**config.mk**
```make
export PLATFORM = sky130hd
export DESIGN_NAME = fp_add_hs
export DESIGN_NICKNAME = d
export VERILOG_FILES = /design/src/rtl/fp_add_pkg.sv /design/src/rtl/fp_lzc.sv /design/src/rtl/fp_add_hs.sv
export SDC_FILE = /design/constraint.sdc
export NUM_CORES = 1
export LEC_CHECK = 0
export ABC_AREA = 0
export CORE_AREA = 2 2 269 271
export CTS_BUF_LIST = sky130_fd_sc_hd__clkbuf_4 sky130_fd_sc_hd__clkbuf_8
export DETAILED_ROUTE_END_ITERATION = 7
export DIE_AREA = 0 0 271 273
export PLACE_DENSITY_LB_ADDON = 0.12
export SLEW_MARGIN = 20
export SYNTH_ARGS = -nofsm -noshare
export SYNTH_HDL_FRONTEND = slang
export SYNTH_SLANG_ARGS = --single-unit
```
**constraint.sdc**
```tcl
create_clock -name clk -period 8.54 [get_ports clk]
set_clock_uncertainty 0.1 [all_clocks]
set_input_delay 2.562 -clock clk [delete_from_list [all_inputs] [get_ports clk]]
set_output_delay 2.562 -clock clk [all_outputs]
set_load 0.03 [all_outputs]
```
**src/rtl/fp_add_pkg.sv**
```systemverilog
// Shared types and format helpers for the handshaked floating-point adder.
// Widths and special encodings are derived from the sign / fraction-MSB indices.
package fp_add_pkg;

    typedef enum logic [2:0] {
        IDLE  = 3'd0,
        ALIGN = 3'd1,
        ADD   = 3'd2,
        NORM  = 3'd3,
        PACK  = 3'd4
    } fp_state_e;

    function automatic int unsigned fp_ew(input int unsigned msb, input int unsigned fmsb);
        return msb - fmsb - 1;
    endfunction

    function automatic int unsigned fp_bias(input int unsigned msb, input int unsigned fmsb);
        return (32'd1 << (fp_ew(msb, fmsb) - 1)) - 32'd1;
    endfunction

    // Positive infinity in the low msb+1 bits of a 64-bit word.
    function automatic logic [63:0] fp_inf(input int unsigned msb, input int unsigned fmsb);
        logic [63:0] r;
        r = '0;
        for (int unsigned i = fmsb + 1; i < msb; i++) begin
            r[i] = 1'b1;
        end
        return r;
    endfunction

    function automatic logic [63:0] fp_qnan(input int unsigned msb, input int unsigned fmsb);
        logic [63:0] r;
        r       = fp_inf(msb, fmsb);
        r[fmsb] = 1'b1;
        return r;
    endfunction

endpackage

```
**src/rtl/fp_lzc.sv**
```systemverilog
// Combinational leading-zero counter; an all-zero input reports W.
module fp_lzc
    import fp_add_pkg::*;
#(
    parameter int unsigned W  = 27,
    parameter int unsigned CW = $clog2(W + 1)
) (
    input  logic [W-1:0]  d_i,
    output logic [CW-1:0] cnt_o
);

    always_comb begin
        logic found;
        found = 1'b0;
        cnt_o = CW'(W);
        for (int unsigned i = 0; i < W; i++) begin
            if (!found && d_i[W-1-i]) begin
                cnt_o = CW'(i);
                found = 1'b1;
            end
        end
    end

endmodule

```
**src/rtl/fp_add_hs.sv**
```systemverilog
// Floating-point adder behind a two-phase req / one-cycle ack handshake, fixed 4-edge latency.
// Define FP_ADD_RNE_EN for round-to-nearest-even; default build truncates toward zero.
module fp_add_hs
    import fp_add_pkg::*;
#(
    parameter int unsigned MSB  = 31,
    parameter int unsigned FMSB = 22
) (
    input  logic         clk,
    input  logic         rstn,
    input  logic         enable,
    input  logic         req,
    input  logic [MSB:0] rx_data_1,
    input  logic [MSB:0] rx_data_2,
    output logic [MSB:0] tx_data,
    output logic         ack
);

    localparam int unsigned EW  = fp_ew(MSB, FMSB);
    localparam int unsigned F   = FMSB + 1;
    localparam int unsigned MW  = F + 4;     // hidden + fraction + guard/round/sticky
    localparam int unsigned CW  = $clog2(MW + 1);
    localparam int unsigned FW1 = F + 1;

    localparam logic [63:0]    INF64     = fp_inf(MSB, FMSB);
    localparam logic [63:0]    QNAN64    = fp_qnan(MSB, FMSB);
    localparam logic [MSB-1:0] INF_MAG   = INF64[MSB-1:0];
    localparam logic [MSB:0]   QNAN      = QNAN64[MSB:0];
    localparam logic [MSB-1:0] ZERO_MAG  = '0;
    localparam logic [EW-1:0]  EXP_ONES  = '1;
    localparam logic [MW-1:0]  MANT_ONES = '1;

    fp_state_e     state_q, state_d;
    logic          req_q, req_d;
    logic [MSB:0]  a_q, a_d, b_q, b_d;
    logic          spec_q, spec_d;
    logic [MSB:0]  spec_val_q, spec_val_d;
    logic          sign_q, sign_d, sub_q, sub_d;
    logic [MW-1:0] ma_q, ma_d, mb_q, mb_d;
    logic [EW-1:0] exp_q, exp_d;
    logic [MW:0]   sum_q, sum_d;
    logic [MW-1:0] mant_q, mant_d;
    logic          zero_q, zero_d, inf_q, inf_d;
    logic [MSB:0]  tx_q, tx_d;
    logic          ack_q, ack_d;

    logic          al_spec, al_sign, al_sub;
    logic [MSB:0]  al_spec_val;
    logic [MW-1:0] al_ma, al_mb;
    logic [EW-1:0] al_exp;
    logic [CW-1:0] lz;
    logic [MW-1:0] nm_mant;
    logic [EW-1:0] nm_exp;
    logic          nm_zero, nm_inf, nm_sign;
    logic [MSB:0]  pk_data;

    always_comb begin : align_c
        logic [EW-1:0] ea, eb, ediff;
        logic [F-1:0]  fa, fb;
        logic          za, zb, infa, infb, nana, nanb;
        logic [MSB:0]  big, sml;
        logic [MW-1:0] mfull, mshift, lost;
        ea    = a_q[MSB-1:FMSB+1];
        eb    = b_q[MSB-1:FMSB+1];
        fa    = a_q[FMSB:0];
        fb    = b_q[FMSB:0];
        za    = (ea == '0);
        zb    = (eb == '0);
        infa  = (ea == EXP_ONES) && (fa == '0);
        infb  = (eb == EXP_ONES) && (fb == '0);
        nana  = (ea == EXP_ONES) && (fa != '0);
        nanb  = (eb == EXP_ONES) && (fb != '0);
        big   = (a_q[MSB-1:0] >= b_q[MSB-1:0]) ? a_q : b_q;
        sml   = (a_q[MSB-1:0] >= b_q[MSB-1:0]) ? b_q : a_q;
        ediff = big[MSB-1:FMSB+1] - sml[MSB-1:FMSB+1];
        // Bits shifted out below the sticky position collapse into sticky.
        mfull  = {1'b1, sml[FMSB:0], 3'b000};
        mshift = mfull >> ediff;
        lost   = mfull & ~(MANT_ONES << ediff);
        al_ma  = {1'b1, big[FMSB:0], 3'b000};
        al_mb  = {mshift[MW-1:1], mshift[0] | (|lost)};
        al_exp = big[MSB-1:FMSB+1];
        al_sign = big[MSB];
        al_sub  = a_q[MSB] ^ b_q[MSB];
        al_spec     = 1'b1;
        al_spec_val = '0;
        if (nana || nanb || (infa && infb && (a_q[MSB] != b_q[MSB]))) begin
            al_spec_val = QNAN;
        end else if (infa) begin
            al_spec_val = a_q;
        end else if (infb) begin
            al_spec_val = b_q;
        end else if (za && zb) begin
            al_spec_val = {a_q[MSB] & b_q[MSB], ZERO_MAG};
        end else if (za) begin
            al_spec_val = b_q;
        end else if (zb) begin
            al_spec_val = a_q;
        end else begin
            al_spec = 1'b0;
        end
    end

    fp_lzc #(.W(MW), .CW(CW)) u_lzc (
        .d_i  (sum_q[MW-1:0]),
        .cnt_o(lz)
    );

    always_comb begin : norm_c
        logic [EW-1:0] exp_inc;
        exp_inc = exp_q + EW'(1);
        nm_mant = mant_q;
        nm_exp  = exp_q;
        nm_zero = 1'b0;
        nm_inf  = 1'b0;
        nm_sign = sign_q;
        if (sum_q[MW]) begin
            nm_mant = {sum_q[MW:2], sum_q[1] | sum_q[0]};
            nm_exp  = exp_inc;
            nm_inf  = (exp_inc == EXP_ONES);
        end else if (sum_q == '0) begin
            nm_zero = 1'b1;
            nm_sign = 1'b0;
        end else begin
            nm_mant = sum_q[MW-1:0] << lz;
            nm_exp  = exp_q - EW'(lz);
            nm_zero = (32'(exp_q) <= 32'(lz));
        end
    end

    always_comb begin : pack_c
        logic [F-1:0]  frac;
        logic [EW-1:0] ex;
`ifdef FP_ADD_RNE_EN
        logic          rnd_up;
        logic [F:0]    frac_rnd;
`else
        logic          unused_grs;
`endif
        frac = mant_q[MW-2:3];
        ex   = exp_q;
`ifdef FP_ADD_RNE_EN
        rnd_up   = mant_q[2] & (mant_q[1] | mant_q[0] | mant_q[3]);
        frac_rnd = {1'b0, frac} + FW1'(rnd_up);
        frac     = frac_rnd[F-1:0];
        ex       = exp_q + EW'(frac_rnd[F]);
`else
        unused_grs = |mant_q[2:0];
`endif
        if (spec_q) begin
            pk_data = spec_val_q;
        end else if (zero_q) begin
            pk_data = {sign_q, ZERO_MAG};
        end else if (inf_q || (ex == EXP_ONES)) begin
            pk_data = {sign_q, INF_MAG};
        end else begin
            pk_data = {sign_q, ex, frac};
        end
    end

    always_comb begin : fsm_c
        state_d    = state_q;
        req_d      = req;
        a_d        = a_q;
        b_d        = b_q;
        spec_d     = spec_q;
        spec_val_d = spec_val_q;
        sign_d     = sign_q;
        sub_d      = sub_q;
        ma_d       = ma_q;
        mb_d       = mb_q;
        exp_d      = exp_q;
        sum_d      = sum_q;
        mant_d     = mant_q;
        zero_d     = zero_q;
        inf_d      = inf_q;
        tx_d       = tx_q;
        ack_d      = 1'b0;
        if (!enable) begin
            state_d = IDLE;
        end else begin
            case (state_q)
                IDLE: begin
                    if (req != req_q) begin
                        a_d     = rx_data_1;
                        b_d     = rx_data_2;
                        state_d = ALIGN;
                    end
                end
                ALIGN: begin
                    spec_d     = al_spec;
                    spec_val_d = al_spec_val;
                    sign_d     = al_sign;
                    sub_d      = al_sub;
                    ma_d       = al_ma;
                    mb_d       = al_mb;
                    exp_d      = al_exp;
                    state_d    = ADD;
                end
                ADD: begin
                    sum_d   = sub_q ? ({1'b0, ma_q} - {1'b0, mb_q})
                                    : ({1'b0, ma_q} + {1'b0, mb_q});
                    state_d = NORM;
                end
                NORM: begin
                    mant_d  = nm_mant;
                    exp_d   = nm_exp;
                    zero_d  = nm_zero;
                    inf_d   = nm_inf;
                    sign_d  = nm_sign;
                    state_d = PACK;
                end
                PACK: begin
                    tx_d    = pk_data;
                    ack_d   = 1'b1;
                    state_d = IDLE;
                end
                default: state_d = IDLE;
            endcase
        end
    end

    always_ff @(posedge clk) begin
        if (rstn) begin
            state_q    <= IDLE;
            req_q      <= 1'b0;
            a_q        <= '0;
            b_q        <= '0;
            spec_q     <= 1'b0;
            spec_val_q <= '0;
            sign_q     <= 1'b0;
            sub_q      <= 1'b0;
            ma_q       <= '0;
            mb_q       <= '0;
            exp_q      <= '0;
            sum_q      <= '0;
            mant_q     <= '0;
            zero_q     <= 1'b0;
            inf_q      <= 1'b0;
            tx_q       <= '0;
            ack_q      <= 1'b0;
        end else begin
            state_q    <= state_d;
            req_q      <= req_d;
            a_q        <= a_d;
            b_q        <= b_d;
            spec_q     <= spec_d;
            spec_val_q <= spec_val_d;
            sign_q     <= sign_d;
            sub_q      <= sub_d;
            ma_q       <= ma_d;
            mb_q       <= mb_d;
            exp_q      <= exp_d;
            sum_q      <= sum_d;
            mant_q     <= mant_d;
            zero_q     <= zero_d;
            inf_q      <= inf_d;
            tx_q       <= tx_d;
            ack_q      <= ack_d;
        end
    end

    assign tx_data = tx_q;
    assign ack     = ack_q;

endmodule

```
# Yosys cells after proc, flatten, opt, wreduce, memory -nomap -nowiden
# Index checks and enable logic that the tools add are counted.
dict set report word_totals {
  register_bits 251
  inputBits 68
}
dict set report op_classes {
  addsub 5
  magnitude_cmp 2
  eq_ne 15
  shift 3
  muxes 85
  bitwise 7
  n_reduce_logical 81
}
# op count
set ops {}
lappend ops {{two-way mux 32 bit} 8}
lappend ops {{two-way mux 5 bit} 27}
lappend ops {{two-way mux 31 bit} 3}
lappend ops {{two-way mux 26 bit} 2}
lappend ops {{zero test 23 bit} 2}
lappend ops {{nonzero test 23 bit} 2}
lappend ops {{two-way mux 1 bit} 38}
lappend ops {{logical AND 1 bit} 33}
lappend ops {{== test 8 bit, second input constant} 4}
lappend ops {{>= comparator 31 bit} 1}
lappend ops {{adder 27 x 27 -> 28 bit} 1}
lappend ops {{zero test 28 bit} 1}
lappend ops {{two-way mux 28 bit} 1}
lappend ops {{subtractor 27 x 27 -> 28 bit} 1}
lappend ops {{bitwise AND 27 bit} 1}
lappend ops {{NOT 27 bit} 1}
lappend ops {{OR reduction 27 bit} 1}
lappend ops {{left shift 27 x 5 -> 26 bit} 1}
lappend ops {{left shift 27 x 8 -> 27 bit, first input constant} 1}
lappend ops {{>> shifter 27 x 8 -> 27 bit} 1}
lappend ops {{zero test 1 bit} 26}
lappend ops {{zero test 8 bit} 2}
lappend ops {{two-way mux 8 bit} 2}
lappend ops {{case mux 8 bit (2 select lines)} 1}
lappend ops {{other kinds (24)} 37}

# Logic depth before layout (Yosys ltp)
dict set report depth {
  word_depth 83
  depth_mapped 22
  depth_no_buf 22
}

# Modules after synthesis
# A second synthesis with hierarchy kept.
dict set report unflattened {
  hier_cells 2334
  area_unflattened_um2 17299.1
}
# mod instances cells_each area_per_inst_um2 seq_area_each_um2
set by_module_without_submodules {}
lappend by_module_without_submodules {fp_add_hs 1 2283 17011.3 4964.8}
lappend by_module_without_submodules {fp_lzc 1 51 287.8 0.0}

# Worst setup path after synthesis
# No wires, ideal clock.
dict set report synth_timing {
  path_kind {flip-flop to flip-flop}
  startpoint {register b_q[26]}
  endpoint {register mb_q[0]}
  setup_ps 131
  arrival_time_ps 4237
  required_time_ps 8309
  slack_ps 4072
  path_stages_with_launch 22
  period_less_slack_ps 4468
  cell_sequence {dfxtp_1 > inv_1 > ha_1 > buf_2 > nand3_1 > nor4_1 > a221oi_1 > and2_1 > clkbuf_1 > and4_1 > nor2_1 > ha_1 > nand3_1 > or3_1 > a21oi_1 > nand3_1 > nor4_1 > a311o_1 > clkbuf_1 > o21ai_0 > a221oi_1 > a31oi_1}
}
dict set report synth_via {
  elab_chain_cells 8
  word_cells_on_any_way 10
  classes_between {1 x add/sub; 1 x order compare; 2 x shift; 2 x mux; 3 x bitwise; 1 x reduce/logical}
}
# element line_no
set synth_lines {}
lappend synth_lines {{start, declared} fp_add_hs.sv:35} ;# logic [MSB:0] a_q, a_d, b_q, b_d;
lappend synth_lines {{start signal, assigned} fp_add_hs.sv:228} ;# b_q <= '0;
lappend synth_lines {{start signal, assigned} fp_add_hs.sv:246} ;# b_q <= b_d;
lappend synth_lines {{>= comparator 31 bit} {fp_add_hs.sv:73, fp_add_hs.sv:74}}
lappend synth_lines {{two-way mux 32 bit / two-way mux 31 bit (equally long branches)} {fp_add_hs.sv:73, fp_add_hs.sv:74}}
lappend synth_lines {{subtractor 8 bit} fp_add_hs.sv:75} ;# ediff = big[MSB-1:FMSB+1] - sml[MSB-1:FMSB+1];
lappend synth_lines {{left shift 27 x 8 -> 27 bit} fp_add_hs.sv:79} ;# lost = mfull & ~(MANT_ONES << ediff);
lappend synth_lines {{NOT 27 bit} fp_add_hs.sv:79}
lappend synth_lines {{bitwise AND 27 bit} fp_add_hs.sv:79}
lappend synth_lines {{OR reduction 27 bit} fp_add_hs.sv:81} ;# al_mb = {mshift[MW-1:1], mshift[0] | (|lost)};
lappend synth_lines {{bitwise OR 1 bit (*)} fp_add_hs.sv:81}
lappend synth_lines {{end signal, assigned} fp_add_hs.sv:252} ;# mb_q <= mb_d;
lappend synth_lines {{end, declared} fp_add_hs.sv:39} ;# logic [MW-1:0] ma_q, ma_d, mb_q, mb_d;
# Every way passes the cells marked *; elsewhere a longest branch is shown, timed or not.
# A chain may end at the register's enable or synchronous reset.

# Final worst setup path
dict set report layout_timing {
  startpoint {register b_q[23]}
  endpoint {register mb_q[0]}
}
# Same word-level chain as after synthesis.

==> results.yml <==
route:
  drc_errors: 0
  wl_per_cell_um: 22.7
  drt-initial-drc-count: 1454
  drtPass1Iterations: 5
  num_vias: 17800
  wl_um: 76100
  vias_per_cell: 5.33
  ant_nets: 0
cells_and_area:
  fin_area_sq_um: 20600
  final_net_count: 2516
  drive_gt1_share_pct: 8.76
  fillCellCount: 7720
  area_delta_synth_final_pct: 17.0
  diodes: 0
yosys:
  synth_area_sq_um: 17600
  yosys.area.top_type: "dfxtp_1"
  synthesis.nets: 2501
  async_flop_share_pct: 0
  ys.flop_type: "dfxtp_1"
  synth-seq-cells: 248
  yosysWarnings: 0
  synthCells: 2342
  seq_area_frac_synth_pct: 28.3
  synth-edff-count: 0
  synth.most_common_cell: "nand2_1"
  synth_cell_type_count: 89
  netlist_top_cells_area: "dfxtp_1, nand2_1, a21oi_1"
  syn_avg_cell_area_sq_um: 7.50
  synthTopCellsByCount: "nand2_1, nor2_1, dfxtp_1"
  synth_top_area_share_pct: 28.3
hold_path:
  hold_path.class: "reg2reg"
  hold_end: "mant_q[16]"
  whs_path_depth: 2
  holdCritStartpoint: "mant_q[16]"
timing:
  period_needed_ps: 6370
  period_share_pct: 74.6
  tightest_slew_ps: 1240
  finalSetupViolations: 0
  hold_violations: 0
  drv_slew: 0
  max_freq_ghz: 0.157
  fin_tns_setup_ps: 0
  rsz0062_at_grt: "false"
  max_slew_margin_pct: 16.9
floorplanning:
  dieArea_sq_um: 74000
  placeableCoreArea_sq_um: 71000
  dieHeight_um: 273
  io_pins: 101
  start_util_pct: 24.7
  die_x_um: 271
  rows: 98
clock_tree:
  cts_made_buffers: 50
  postCtsSetupBuffers: 0
  root_buffer: "clkbuf_8"
  cts_tree: "done"
  clockBufferDepth: 3
  htreeDepth: 2
  ctsHoldBuffers: 0
  clkSinkCount: 248
  cts_resized: 0
  cts.clk_slew.worst_paths_ps: 60
  clock_latency_ps: 670
critical_path:
  worstSetupPathType: "reg2reg"
  start_kind: "register"
  ff2ff_setup_slack_ps: 2170
  cp.required_ps: 8970
  rr_startpoint: "b_q[23]"
  arrival_ps: 6810
  crit_fanout: 28
  r2r-end: "mb_q[0]"
  critPathCaptureType: "register"
  r2r.worst_path.cells: 20
global_route:
  grt_usage_pct: 20.1
  grt_remaining_overflow: 0
  grt_pass1_wl_um: 114000
  grt_max_degree: 87
  grt_pass1_vias: 17000
  antenna_found_initial: 0
pwr:
  p_leak_nw: 7.36
  ir_worst_vdd_uv: 99.4
  powerDensity_nw_per_um2: 191
flow_run:
  cap_violations: 0
place:
  place_area_sq_um: 19400
  gp_congestion: 0.879
  portBuffers: 100
  dp_hpwl_um: 56900
run_status:
  status: "complete, no violations"
-- layout make-up --
type,instances,area (sq um),area share (%)
clock buffer,81,1030,5.00
clock inverter,10,105,0.511
inverter,103,387,1.88
multi-input combinational,1817,11600,56.4
sequential,248,4970,24.2
tap,950,1190,5.78
timing repair buffer,137,1290,6.26
-- power breakdown --
group	total (mW)	leakage, nW	switching, mW	internal (mW)
sequential	1.25	2.01	0.0628	1.19
combinational	1.29	4.75	0.871	0.416
clock	1.39	0.598	0.577	0.818
total	3.93	7.36	1.51	2.42
-- metrics by stage --
stage | setup slack [ps] | total power [mW] | utilization, % | hold slack [ps] | instances
floorplan | 4070 | 2.10 | - | 336 | 2342
global route | 1660 | 4.13 | 29.0 | 407 | 3346
CTS | 2200 | 3.96 | 28.9 | 377 | 3345
detailed placement | 2200 | 2.54 | 27.3 | 360 | 3254
finish | 2170 | 3.93 | 29.0 | 371 | 3346
global placement | 2300 | 2.56 | 27.3 | 360 | 3254
-- critical path, cell delays in order, from the launching register on --
cell,delay [ps]
dfxtp_1,520
inv_1,130
ha_1,300
buf_4,350
nand3_1,150
nor4_1,430
nand2_1,210
a21o_1,560
a211oi_1,630
nor2_1,110
ha_1,580
inv_2,610
nand2_1,140
a21oi_1,170
nand2_1,70
a221oi_1,290
nor2_1,70
a31oi_1,150
a41oi_1,160
nor4_1,380
a31oi_1,120
-- cell families (layout without fill, tap and decap cells) --
family	count (synthesis)	after routing	share of synthesized area, %
buffers and inverters	277	331	6.12
flip-flops	248	248	28.3
AO/OA/AOI/OAI	717	717	27.0
multiplexers	130	130	9.01
adder cells (fa/ha/maj)	91	91	6.57
XOR/XNOR	35	35	1.74
AND/OR/NAND/NOR	844	844	21.3
-- how the worst max path moves through the flow --
stage	startpoint	end	slack, ps	cells after the start
floorplan	b_q[26]	mb_q[0]	4070	21
global placement	b_q[23]	mb_q[0]	2300	20
detailed placement	b_q[23]	mb_q[0]	2200	20
CTS	b_q[23]	mb_q[0]	2200	20
global route	b_q[23]	mb_q[0]	1660	20
finish	b_q[23]	mb_q[0]	2170	20
-- routing by layer --
layer	GRT usage [%]	routed length, um
met2	32.3	34300
met5	0	0
met4	4.90	1610
met3	2.57	3250
met1	28.3	36900
-- placed cells by master, fill, tap and decap left out, drive strengths merged, types with 33 or more instances in the layout --
| master | count |
|---|---|
| nor4 | 36 |
| inv | 102 |
| nor3 | 58 |
| ha | 89 |
| o21ai | 104 |
| a21oi | 238 |
| clkdlybuf4s50 | 99 |
| buf | 38 |
| nor2 | 276 |
| a211oi | 66 |
| a22oi | 66 |
| mux2i | 95 |
| nand3 | 37 |
| clkbuf | 81 |
| a311oi | 33 |
| dfxtp | 248 |
| nand2 | 331 |
-- registers in the layout (all words and copies together) (netlist names) --
signal and cells:
b_q 32, mb_q 27, a_q 32, ack 1, sign_q 1, spec_val_q 32, inf_q 1, mant_q 23
spec_q 1, state_q 3, req_q 1, sum_q 28, exp_q 8, ma_q 24, tx_data 32, sub_q 1
zero_q 1
(Power assumes the default switching activity.)
